**src/rtl/sll_access_arbiter_pkg.sv**
```systemverilog
// Opcode encodings, opcode classification helpers and the FSM state type shared by the
// list arbiter and the code that talks to the singly linked list.
package sll_access_arbiter_pkg;

    localparam logic [2:0] OP_READ     = 3'b000;
    localparam logic [2:0] OP_INS_ADDR = 3'b001;
    localparam logic [2:0] OP_INS_IDX  = 3'b101;
    localparam logic [2:0] OP_DEL_VAL  = 3'b010;
    localparam logic [2:0] OP_DEL_ADDR = 3'b011;
    localparam logic [2:0] OP_DEL_IDX  = 3'b111;

    typedef enum logic [1:0] {
        IDLE,
        BUSY,
        REJ,
        RESP
    } state_t;

    function automatic logic is_insert(input logic [2:0] op);
        return (op == OP_INS_ADDR) || (op == OP_INS_IDX);
    endfunction

    function automatic logic is_delete(input logic [2:0] op);
        return (op == OP_DEL_VAL) || (op == OP_DEL_ADDR) || (op == OP_DEL_IDX);
    endfunction

    function automatic logic is_valid_op(input logic [2:0] op);
        return (op == OP_READ) || is_insert(op) || is_delete(op);
    endfunction

endpackage

```
**src/rtl/sll_access_arbiter_if.sv**
```systemverilog
// Bundle of requester-side and list-side signals around the list arbiter.
// The slave modport is the arbiter's view; the master modport is its environment.
interface sll_access_arbiter_if #(
    parameter int NUM_REQ    = 4,
    parameter int DATA_WIDTH = 8,
    parameter int ADDR_WIDTH = 4
);
    logic [NUM_REQ-1:0]            req_valid;
    logic [3*NUM_REQ-1:0]          req_op;
    logic [ADDR_WIDTH*NUM_REQ-1:0] req_addr;
    logic [DATA_WIDTH*NUM_REQ-1:0] req_data;
    logic [NUM_REQ-1:0]            req_ready;
    logic [NUM_REQ-1:0]            rsp_valid;
    logic [DATA_WIDTH-1:0]         rsp_data;
    logic [ADDR_WIDTH-1:0]         rsp_next_addr;
    logic                          rsp_fault;
    logic                          timeout_err;
    logic [2:0]                    ll_op;
    logic [ADDR_WIDTH-1:0]         ll_addr_in;
    logic [DATA_WIDTH-1:0]         ll_data_in;
    logic                          ll_op_start;
    logic [DATA_WIDTH-1:0]         ll_data_out;
    logic [ADDR_WIDTH-1:0]         ll_next_addr;
    logic                          ll_op_done;
    logic                          ll_fault;
    logic                          ll_full;
    logic                          ll_empty;

    modport master (
        output req_valid, req_op, req_addr, req_data,
        output ll_data_out, ll_next_addr, ll_op_done, ll_fault, ll_full, ll_empty,
        input  req_ready, rsp_valid, rsp_data, rsp_next_addr, rsp_fault, timeout_err,
        input  ll_op, ll_addr_in, ll_data_in, ll_op_start
    );

    modport slave (
        input  req_valid, req_op, req_addr, req_data,
        input  ll_data_out, ll_next_addr, ll_op_done, ll_fault, ll_full, ll_empty,
        output req_ready, rsp_valid, rsp_data, rsp_next_addr, rsp_fault, timeout_err,
        output ll_op, ll_addr_in, ll_data_in, ll_op_start
    );

endinterface

```
**src/rtl/sll_access_arbiter_rr.sv**
```systemverilog
// Combinational round-robin picker: the first active request after the last grant wins.
module sll_access_arbiter_rr #(
    parameter int N   = 4,
    parameter int IDW = $clog2(N)
) (
    input  logic [N-1:0]   req_i,
    input  logic [IDW-1:0] last_i,
    output logic [N-1:0]   grant_o,
    output logic [IDW-1:0] grant_id_o
);
    logic [IDW-1:0] idx;
    logic           found;

    always_comb begin
        grant_o    = '0;
        grant_id_o = '0;
        found      = 1'b0;
        idx        = '0;
        for (int k = 1; k <= N; k++) begin
            idx = IDW'((int'(last_i) + k) % N);
            if (!found && req_i[idx]) begin
                found       = 1'b1;
                grant_o     = '0;
                grant_o[idx] = 1'b1;
                grant_id_o  = idx;
            end
        end
    end

endmodule

```
**src/rtl/sll_access_arbiter.sv**
```systemverilog
// Serialises NUM_REQ requesters onto one singly linked list, one operation at a time.
// Illegal or impossible requests are answered locally; a watchdog aborts hung list operations.
module sll_access_arbiter
    import sll_access_arbiter_pkg::*;
#(
    parameter int NUM_REQ     = 4,
    parameter int DATA_WIDTH  = 8,
    parameter int MAX_NODE    = 8,
    parameter int ADDR_WIDTH  = $clog2(MAX_NODE + 1),
    parameter int TIMEOUT_CYC = 256
) (
    input logic                 clk,
    input logic                 rst,
    sll_access_arbiter_if.slave bus
);
    localparam int IDW = $clog2(NUM_REQ);
    localparam int WDW = $clog2(TIMEOUT_CYC + 1);

    state_t                state_q;
    logic [IDW-1:0]        ptr_q;
    logic [IDW-1:0]        id_q;
    logic [2:0]            op_q;
    logic [ADDR_WIDTH-1:0] addr_q;
    logic [DATA_WIDTH-1:0] data_q;
    logic [WDW-1:0]        wd_q;
    logic                  op_start_q;
    logic                  timeout_q;
    logic                  rsp_fault_q;
    logic [NUM_REQ-1:0]    rsp_valid_q;
    logic [DATA_WIDTH-1:0] rsp_data_q;
    logic [ADDR_WIDTH-1:0] rsp_next_q;

    logic [NUM_REQ-1:0]    grant;
    logic [IDW-1:0]        grant_id;
    logic [2:0]            sel_op_d;
    logic [ADDR_WIDTH-1:0] sel_addr_d;
    logic [DATA_WIDTH-1:0] sel_data_d;
    logic                  reject_d;

    sll_access_arbiter_rr #(.N(NUM_REQ), .IDW(IDW)) u_rr (
        .req_i      (bus.req_valid),
        .last_i     (ptr_q),
        .grant_o    (grant),
        .grant_id_o (grant_id)
    );

    // Requests the list could never complete are answered without touching it.
    always_comb begin
        sel_op_d   = bus.req_op[int'(grant_id)*3 +: 3];
        sel_addr_d = bus.req_addr[int'(grant_id)*ADDR_WIDTH +: ADDR_WIDTH];
        sel_data_d = bus.req_data[int'(grant_id)*DATA_WIDTH +: DATA_WIDTH];
        reject_d   = !is_valid_op(sel_op_d)
                   || (is_insert(sel_op_d) && bus.ll_full)
                   || (is_delete(sel_op_d) && bus.ll_empty);
    end

    assign bus.req_ready     = (state_q == IDLE) ? grant : '0;
    assign bus.rsp_valid     = rsp_valid_q;
    assign bus.rsp_data      = rsp_data_q;
    assign bus.rsp_next_addr = rsp_next_q;
    assign bus.rsp_fault     = rsp_fault_q;
    assign bus.timeout_err   = timeout_q;
    assign bus.ll_op         = op_q;
    assign bus.ll_addr_in    = addr_q;
    assign bus.ll_data_in    = data_q;
    assign bus.ll_op_start   = op_start_q;

    always_ff @(posedge clk or posedge rst) begin
        if (rst) begin
            state_q     <= IDLE;
            ptr_q       <= IDW'(NUM_REQ - 1);
            id_q        <= '0;
            op_q        <= '0;
            addr_q      <= '0;
            data_q      <= '0;
            wd_q        <= '0;
            op_start_q  <= 1'b0;
            timeout_q   <= 1'b0;
            rsp_fault_q <= 1'b0;
            rsp_valid_q <= '0;
            rsp_data_q  <= '0;
            rsp_next_q  <= '0;
        end else begin
            rsp_valid_q <= '0;
            case (state_q)
                IDLE: begin
                    if (|grant) begin
                        op_q   <= sel_op_d;
                        addr_q <= sel_addr_d;
                        data_q <= sel_data_d;
                        id_q   <= grant_id;
                        ptr_q  <= grant_id;
                        wd_q   <= '0;
                        if (reject_d) begin
                            rsp_fault_q <= 1'b1;
                            state_q     <= REJ;
                        end else begin
                            op_start_q <= 1'b1;
                            state_q    <= BUSY;
                        end
                    end
                end
                // The watchdog allows exactly TIMEOUT_CYC cycles of op_start before aborting.
                BUSY: begin
                    if (bus.ll_op_done) begin
                        op_start_q        <= 1'b0;
                        rsp_data_q        <= bus.ll_data_out;
                        rsp_next_q        <= bus.ll_next_addr;
                        rsp_fault_q       <= bus.ll_fault;
                        rsp_valid_q[id_q] <= 1'b1;
                        state_q           <= RESP;
                    end else if (wd_q == WDW'(TIMEOUT_CYC - 1)) begin
                        op_start_q        <= 1'b0;
                        rsp_fault_q       <= 1'b1;
                        timeout_q         <= 1'b1;
                        rsp_valid_q[id_q] <= 1'b1;
                        state_q           <= RESP;
                    end else begin
                        wd_q <= wd_q + 1'b1;
                    end
                end
                REJ: begin
                    rsp_fault_q       <= 1'b1;
                    rsp_valid_q[id_q] <= 1'b1;
                    state_q           <= RESP;
                end
                RESP: begin
                    state_q <= IDLE;
                end
                default: begin
                    state_q <= IDLE;
                end
            endcase
        end
    end

endmodule

```
**src/flat_wrapper.sv**
```systemverilog
// flat-port wrapper written by rule: the top's interface ports become plain ports
module sll_access_arbiter_flat import sll_access_arbiter_pkg::*;
#(
    parameter int NUM_REQ     = 4,
    parameter int DATA_WIDTH  = 8,
    parameter int MAX_NODE    = 8,
    parameter int ADDR_WIDTH  = $clog2(MAX_NODE + 1),
    parameter int TIMEOUT_CYC = 256
)
  (clk, rst, bus_req_valid, bus_req_op, bus_req_addr, bus_req_data, bus_ll_data_out, bus_ll_next_addr, bus_ll_op_done, bus_ll_fault, bus_ll_full, bus_ll_empty, bus_req_ready, bus_rsp_valid, bus_rsp_data, bus_rsp_next_addr, bus_rsp_fault, bus_timeout_err, bus_ll_op, bus_ll_addr_in, bus_ll_data_in, bus_ll_op_start);
  sll_access_arbiter_if #(.NUM_REQ(NUM_REQ), .DATA_WIDTH(DATA_WIDTH), .ADDR_WIDTH(ADDR_WIDTH)) bus_i ();
  input logic clk;
  input logic rst;
  input wire logic [$bits(bus_i.req_valid)-1:0] bus_req_valid;
  input wire logic [$bits(bus_i.req_op)-1:0] bus_req_op;
  input wire logic [$bits(bus_i.req_addr)-1:0] bus_req_addr;
  input wire logic [$bits(bus_i.req_data)-1:0] bus_req_data;
  input wire logic [$bits(bus_i.ll_data_out)-1:0] bus_ll_data_out;
  input wire logic [$bits(bus_i.ll_next_addr)-1:0] bus_ll_next_addr;
  input wire logic [$bits(bus_i.ll_op_done)-1:0] bus_ll_op_done;
  input wire logic [$bits(bus_i.ll_fault)-1:0] bus_ll_fault;
  input wire logic [$bits(bus_i.ll_full)-1:0] bus_ll_full;
  input wire logic [$bits(bus_i.ll_empty)-1:0] bus_ll_empty;
  output wire logic [$bits(bus_i.req_ready)-1:0] bus_req_ready;
  output wire logic [$bits(bus_i.rsp_valid)-1:0] bus_rsp_valid;
  output wire logic [$bits(bus_i.rsp_data)-1:0] bus_rsp_data;
  output wire logic [$bits(bus_i.rsp_next_addr)-1:0] bus_rsp_next_addr;
  output wire logic [$bits(bus_i.rsp_fault)-1:0] bus_rsp_fault;
  output wire logic [$bits(bus_i.timeout_err)-1:0] bus_timeout_err;
  output wire logic [$bits(bus_i.ll_op)-1:0] bus_ll_op;
  output wire logic [$bits(bus_i.ll_addr_in)-1:0] bus_ll_addr_in;
  output wire logic [$bits(bus_i.ll_data_in)-1:0] bus_ll_data_in;
  output wire logic [$bits(bus_i.ll_op_start)-1:0] bus_ll_op_start;
  assign bus_i.req_valid = bus_req_valid;
  assign bus_i.req_op = bus_req_op;
  assign bus_i.req_addr = bus_req_addr;
  assign bus_i.req_data = bus_req_data;
  assign bus_i.ll_data_out = bus_ll_data_out;
  assign bus_i.ll_next_addr = bus_ll_next_addr;
  assign bus_i.ll_op_done = bus_ll_op_done;
  assign bus_i.ll_fault = bus_ll_fault;
  assign bus_i.ll_full = bus_ll_full;
  assign bus_i.ll_empty = bus_ll_empty;
  assign bus_req_ready = bus_i.req_ready;
  assign bus_rsp_valid = bus_i.rsp_valid;
  assign bus_rsp_data = bus_i.rsp_data;
  assign bus_rsp_next_addr = bus_i.rsp_next_addr;
  assign bus_rsp_fault = bus_i.rsp_fault;
  assign bus_timeout_err = bus_i.timeout_err;
  assign bus_ll_op = bus_i.ll_op;
  assign bus_ll_addr_in = bus_i.ll_addr_in;
  assign bus_ll_data_in = bus_i.ll_data_in;
  assign bus_ll_op_start = bus_i.ll_op_start;
  sll_access_arbiter #(.NUM_REQ(NUM_REQ), .DATA_WIDTH(DATA_WIDTH), .MAX_NODE(MAX_NODE), .ADDR_WIDTH(ADDR_WIDTH), .TIMEOUT_CYC(TIMEOUT_CYC)) u_core (.clk(clk), .rst(rst), .bus(bus_i));
endmodule
```
**config.mk**
```make
export PLATFORM = sky130hd
export DESIGN_NAME = sll_access_arbiter_flat
export DESIGN_NICKNAME = d
export VERILOG_FILES = /design/src/rtl/sll_access_arbiter_pkg.sv /design/src/rtl/sll_access_arbiter_if.sv /design/src/rtl/sll_access_arbiter_rr.sv /design/src/rtl/sll_access_arbiter.sv /design/src/flat_wrapper.sv
export SDC_FILE = /design/constraint.sdc
export NUM_CORES = 1
export LEC_CHECK = 0
export BUFFER_PORTS_ARGS = -buffer_cell sky130_fd_sc_hd__buf_2
export CAP_MARGIN = 15
export CORE_ASPECT_RATIO = 0.75
export CORE_MARGIN = 4
export CORE_UTILIZATION = 45
export CTS_CLUSTER_SIZE = 14
export DETAILED_ROUTE_END_ITERATION = 10
export GPL_ROUTABILITY_DRIVEN = 0
export PLACE_DENSITY = 0.77
export SLEW_MARGIN = 0
export SYNTH_ARGS = -nofsm -noshare
export SYNTH_HDL_FRONTEND = slang
export SYNTH_SLANG_ARGS = --single-unit
```
**constraint.sdc**
```tcl
create_clock -name clk -period 3.98 [get_ports clk]
set_clock_uncertainty 0.15 [all_clocks]
set_input_delay 0.199 -clock clk [delete_from_list [all_inputs] [get_ports clk]]
set_output_delay 0.199 -clock clk [all_outputs]
set_load 0.05 [all_outputs]
```
After elaboration in Yosys (flattened, before gate mapping)
Index checks and enable logic that the tools add are counted.
{"block": "totals", "reg_bits": 49, "in_bits": 82, "output_inout_bits": 38, "wordCells": 133}
{"block": "op_classes", "add_sub_neg": 5, "n_mul": 1, "magnitude_cmp": 10, "n_eq_ne": 15, "n_shift": 3, "mux": 52, "bitwise_logic": 1, "reduce_logical": 33}
{"op": "$shiftx A12 B32 Y3", "count": 1}
{"op": "$shiftx A32 B6 Y8", "count": 1}
{"op": "$mux W4", "count": 7}
{"op": "$mux W9", "count": 3}
{"op": "$mux W1", "count": 20}
{"op": "$pmux W9 S2", "count": 1}
{"op": "$mux W2", "count": 8}
{"op": "$shiftx A16 B5 Y4", "count": 1}
{"op": "$lt A2 B3 Y1 const B", "count": 5}
{"op": "$reduce_and A4 Y1", "count": 3}
{"op": "$demux W1 S2", "count": 5}
{"op": "$ge A2 B1 Y1 const B", "count": 5}
{"op": "$logic_and A1 B1 Y1", "count": 10}
{"op": "$add A9 B1 Y9 const B", "count": 1}
{"op": "$eq A9 B8 Y1 const B", "count": 1}
{"op": "$bmux W1 S2", "count": 4}
{"op": "$ne A2 B2 Y1 const B", "count": 4}
{"op": "$pmux W2 S4", "count": 1}
{"op": "$pmux W4 S2", "count": 1}
{"op": "$logic_or A1 B1 Y1", "count": 7}
{"op": "$eq A3 B2 Y1 const B", "count": 2}
{"op": "$eq A3 B3 Y1 const B", "count": 2}
{"op": "$reduce_and A2 Y1", "count": 3}
{"op": "$add A2 B1 Y2 const B", "count": 2}
{"op": "17 further kinds", "count": 22}

Longest topological paths before layout
{"block": "depth", "ltp_word": 25, "mapped_depth": 15, "mapped_depth_nobuf": 10}

Hierarchy
From an unflattened synthesis, not the netlist that was laid out.
{"block": "unflattened", "cells_unflattened": 256, "hier_area_um2": 3051.7}
{"module": "sll_access_arbiter", "instances": 1, "cells_each": 199, "area_per_inst_um2": 2565.0}
{"module": "sll_access_arbiter_rr", "instances": 1, "cells_each": 57, "area_per_inst_um2": 486.7}

Least setup slack after synthesis
No wires, ideal clock.
{"block": "synth_path", "path_kind": "register to register", "startpoint": "register u_core.ptr_q[1]", "endpoint": "register u_core.op_start_q, in the netlist u_core.bus.ll_op_start", "setup_ns": 0.126, "t_arrival_ns": 3.464, "required_ns": 3.704, "setup_slack_ns": 0.239, "stages_incl_launch_ff": 14, "synth_period_minus_slack_ns": 3.741, "cell_sequence": "dfstp_2 -> buf_2 -> inv_1 -> ha_1 -> buf_2 -> mux4_2 -> buf_2 -> nor2_4 -> a211o_1 -> nand3_1 -> a32o_1 -> a22o_1 -> or2_1 -> a311o_1"}
{"block": "synth_via", "elab_chain_cells": 24, "word_cells_on_any_way": 71}
{"element": "start: declaration", "line_no": "sll_access_arbiter.sv:20", "rtl": "logic [IDW-1:0] ptr_q;"}
{"element": "start signal: assignment", "line_no": "sll_access_arbiter.sv:71", "rtl": "ptr_q <= IDW'(NUM_REQ - 1);"}
{"element": "start signal: assignment", "line_no": "sll_access_arbiter.sv:92", "rtl": "ptr_q <= grant_id;"}
{"element": "$add A2 B1 Y2", "line_no": "sll_access_arbiter_rr.sv:20", "rtl": "idx = IDW'((int'(last_i) + k) % N);"}
{"element": "$bmux W1 S2", "line_no": "sll_access_arbiter_rr.sv:21", "rtl": "if (!found && req_i[idx]) begin"}
{"element": "$mux W1 (not written as such)", "line_no": "sll_access_arbiter_rr.sv:21"}
{"element": "$mux W1", "line_no": "sll_access_arbiter_rr.sv:21"}
{"element": "$logic_not A1 Y1", "line_no": "sll_access_arbiter_rr.sv:21"}
{"element": "$logic_and A1 B1 Y1", "line_no": "sll_access_arbiter_rr.sv:21"}
{"element": "$mux W1", "line_no": "sll_access_arbiter_rr.sv:21"}
{"element": "$logic_not A1 Y1", "line_no": "sll_access_arbiter_rr.sv:21"}
{"element": "(+8 left out)"}
{"element": "$logic_or A1 B1 Y1, on equally long branches", "line_no": "sll_access_arbiter_pkg.sv:20, sll_access_arbiter_pkg.sv:24"}
{"element": "$logic_or A1 B1 Y1, on equally long branches", "line_no": "sll_access_arbiter_pkg.sv:28, sll_access_arbiter_pkg.sv:24"}
{"element": "$logic_or A1 B1 Y1", "line_no": "sll_access_arbiter_pkg.sv:28", "rtl": "return (op == OP_READ) || is_insert(op) || is_delete(op);"}
{"element": "$logic_not A1 Y1", "line_no": "sll_access_arbiter.sv:52", "rtl": "reject_d = !is_valid_op(sel_op_d)"}
{"element": "$logic_or A1 B1 Y1", "line_no": "sll_access_arbiter.sv:53", "rtl": "|| (is_insert(sel_op_d) && bus.ll_full)"}
{"element": "$logic_or A1 B1 Y1", "line_no": "sll_access_arbiter.sv:54", "rtl": "|| (is_delete(sel_op_d) && bus.ll_empty);"}
{"element": "$ne A2 B2 Y1 (no line)"}
{"element": "$reduce_and A4 Y1 (no line) *"}
{"element": "end signal: assignment", "line_no": "sll_access_arbiter.sv:77", "rtl": "op_start_q <= 1'b0;"}
{"element": "end signal: assignment", "line_no": "sll_access_arbiter.sv:98", "rtl": "op_start_q <= 1'b1;"}
{"element": "end signal: assignment", "line_no": "sll_access_arbiter.sv:106", "rtl": "op_start_q <= 1'b0;"}
{"element": "end: declaration", "line_no": "sll_access_arbiter.sv:26", "rtl": "logic op_start_q;"}
Every way passes the cells marked *; elsewhere a longest branch is shown, timed or not. The select of a mux whose other input is x is not followed.
A chain may end at the register's enable or synchronous reset.

Worst setup path in the final report
{"block": "layout_path", "startpoint": "register u_core.ptr_q[0]", "endpoint": "register u_core.op_start_q, in the netlist u_core.bus.ll_op_start"}
Same word-level chain as after synthesis.

==> results.md <==
* Status: finished, final reports clean
* Top-area cell type share of the netlist area at approximately 38%
* Clock Path Buffers at 2
* H-Tree Depth at 2
* Site Rows at 25
* GRT Total Usage at roughly 20%
* HP Class: primary input to register
* Maximum VDD drop at 0.000579 V
* Die width at approximately 100 um
* Post-synthesis net count at approximately 410
* Post-synthesis sequential area ratio at just under 40%
* # fillers at ~550
* Setup Total Neg Slack at 0 ps
* Layout cells sized above 1 at between 40% and 50%
* Via Count at approximately 3.0k
* Critical path launch point type: register
* Drt total wl at approximately 8000 um
* CTS Buf Count at 5
* Most used DFF post-synth: dfrtp_1
* Crit path buffers/inverters at 2
* Post-DP HPWL at between 6000 and 7000 um
* Die ar. at 8340 um2
* Async SR Flop Fraction at 100%
* Clk slew on worst S/H paths at around 90 ps
* Initial antenna violation count at 0
* First-pass GRT wire length at ~14000 um
* Worst slew pin tran at between 900 and 1000 ps
* RSZ-0062 raised after global routing: false
* LEAKAGE at ~2 nW
* Final slew viol count at 0
* Wirelength per Cell at about 15 um
* Worst path top cell family by delay: compound AO/OA/AOI/OAI gates
* Slew HR at around a third
* Clock root buffer: clkbuf_8
* Clk_lat worst skew at ~300 ps
* Tmin final at 3770 ps
* Pre-CTS setup slack at 128 ps
* Diode count at 0
* Number of top-level pins at 120
* Final Worst Setup Slack at 213 ps
* Max-cap violations at 0
* Worst reg2reg setup slack at between 200 and 250 ps
* Post-CTS setup buffers at 0
* CP Class: register to register
* Final net count at approximately 550
* Starting density of the core at around 48%
* F_max at around 0.27 GHz
* Area leader, netlist: dfrtp_1
* Core ar. at between 6000 and 7000 um2
* Chip Height at ~80 um
* Synthesis Warnings at 0
* Initial DRC Count at 164
* Most frequent cell after synthesis: dfrtp_1
* Top cells by area, synth: dfrtp_1 (38%), mux2_2 (9.4%), mux2i_1 (4.5%)
* Largest net degree at the start of global routing at 50
* Crit. End Element: register
* Drt drc at 0
* TritonCTS sink count at 49
* 1st-pass router iterations at 4
* CP Data Arrival Time at between 3000 and 4000 ps
* Final setup vio count at 0
* Synth-to-Final Area Change at 32.3%
* Synth Cell Area at 3120 um2
* Post-Synthesis Cells at 318
* Synth Register Bits at 49
* PortBufs at 119
* CTS tree: yes
* Worst-path cell chain: inv_2 -> ha_2 -> mux4_2 -> nor2_4 -> buf_4 -> a211o_1 -> nand3_1 -> a32o_1 -> a22o_1 -> or2_1 -> a311o_1
* Grt total ovfl at 0
* Max incr delay on CP at a little under 600 ps
* Post-synth EDFFs at 0
* Avg Cell Area, Syn at ~9.8 um2
* Fin crit share at roughly 95%
* WP data required at about 4000 ps
* CP max-delay cell: mux4_2
* Drt via density at 5.50
* Number of nets with antenna violations after routing at 0
* Post-synth cell types at 55
* Synth cell count leaders: dfrtp_1 (47), nand2_1 (31), mux2_2 (26)
* Vias in the first global route at ~3.0k
* Peak fanout along the critical path at 9
* Fin. Hold Viols at 0
* Power per cell area at ~1000 nW/um2
[registers in the layout, indices dropped and copies added, names as in the netlist]
signal                    cells
u_core.bus.ll_data_in         8
u_core.bus.rsp_valid          4
u_core.bus.timeout_err        1
u_core.bus.rsp_next_addr      4
u_core.id_q                   2
u_core.state_q                2
u_core.bus.ll_op              3
u_core.ptr_q                  2
u_core.bus.ll_addr_in         4
u_core.bus.rsp_fault          1
u_core.bus.ll_op_start        1
u_core.bus.rsp_data           8
u_core.wd_q                   9
[cell families (layout without fill, tap and decap cells)]
kind of cell               after synthesis  count (layout)  share of synthesized area, %
AOI/OAI and AO/OA                       84              84                          19.0
DFF                                     49              49                          39.4
adders and majority gates               11              11                          4.42
muxes                                   44              44                          16.8
and+or+nand+nor                         85              85                          13.7
buffers and inverters                   40             177                          5.30
xor gates and xnor gates                 5               5                          1.40
[stage by stage]
stage	std cells	area [um2]	power [mW]	hold slack, ps	util [%]
5_1_grt	536	4120	4.66	58.9	63.4
3_3_place_gp	513	3840	3.83	281	59.0
6_report	536	4120	4.32	29.0	63.4
3_5_place_dp	513	3840	3.92	286	59.0
2_1_floorplan	318	3120	3.16	199	-
4_1_cts	533	4070	4.29	11.1	62.6
[final cells by class]
cell class / count / area [um2] / share of cell area, %
clock inverters: 2 / 38.8 / 0.941
well taps: 81 / 101 / 2.46
multi-input cells: 229 / 1740 / 42.1
repair buffers: 145 / 856 / 20.8
clock buffers: 6 / 72.6 / 1.76
flip-flops and latches: 49 / 1230 / 29.8
inverters: 24 / 90.1 / 2.19
[tightest hold or removal path: cells and delay by family]
family	cells	cell delay, ps
multiplexers	1	120
buffers and inverters	1	80
AND/OR/NAND/NOR	1	40
[per-layer routing]
layer	share of wire, %	GRT usage [%]
met2	48	34.2
met1	43	25.9
met5	0	0
met4	0.69	3.32
met3	8.0	4.90
[what timing repair did]
item	in CTS	in global routing
hold endpoints to repair	12	19
resized for setup	0	2
hold buffers	12	1
setup endpoints to repair	0	3
[cell usage in the layout (no fill, tap or decap), drive strengths merged, types with 6 or more instances in the layout]
| master | netlist | routed |
|---|---|---|
| nand2 | 31 | 31 |
| buf | 9 | 132 |
| mux2i | 14 | 14 |
| mux2 | 26 | 26 |
| ha | 11 | 11 |
| clkbuf | 7 | 6 |
| nor2 | 14 | 14 |
| dfrtp | 47 | 47 |
| a32oi | 6 | 6 |
| o211ai | 16 | 16 |
| a21oi | 9 | 9 |
| dlygate4sd3 | 0 | 13 |
| o21ai | 24 | 24 |
| nand3 | 11 | 11 |
| inv | 24 | 25 |
[worst paths after layout]
kind / startpoint / to / cells past startpoint
min: bus_ll_fault / u_core.bus.rsp_fault / 3
max: u_core.ptr_q[0] / u_core.bus.ll_op_start / 11
min reg2reg: u_core.bus.rsp_next_addr[0] / u_core.bus.rsp_next_addr[0] / 1
max in group asynchronous: rst / u_core.bus.rsp_data[4] / 4
max reg2reg: u_core.ptr_q[0] / u_core.bus.ll_op_start / 11
min in group asynchronous: rst / u_core.bus.ll_addr_in[3] / 3
[report_power, final]
group	leakage (nW)	internal, mW	switching, mW	total, mW
Sequential	0.608	0.720	0.121	0.841
Clock	0.0558	0.190	0.165	0.355
Combinational	1.33	1.16	1.96	3.12
Note: power is estimated with default switching activity, not from simulation.
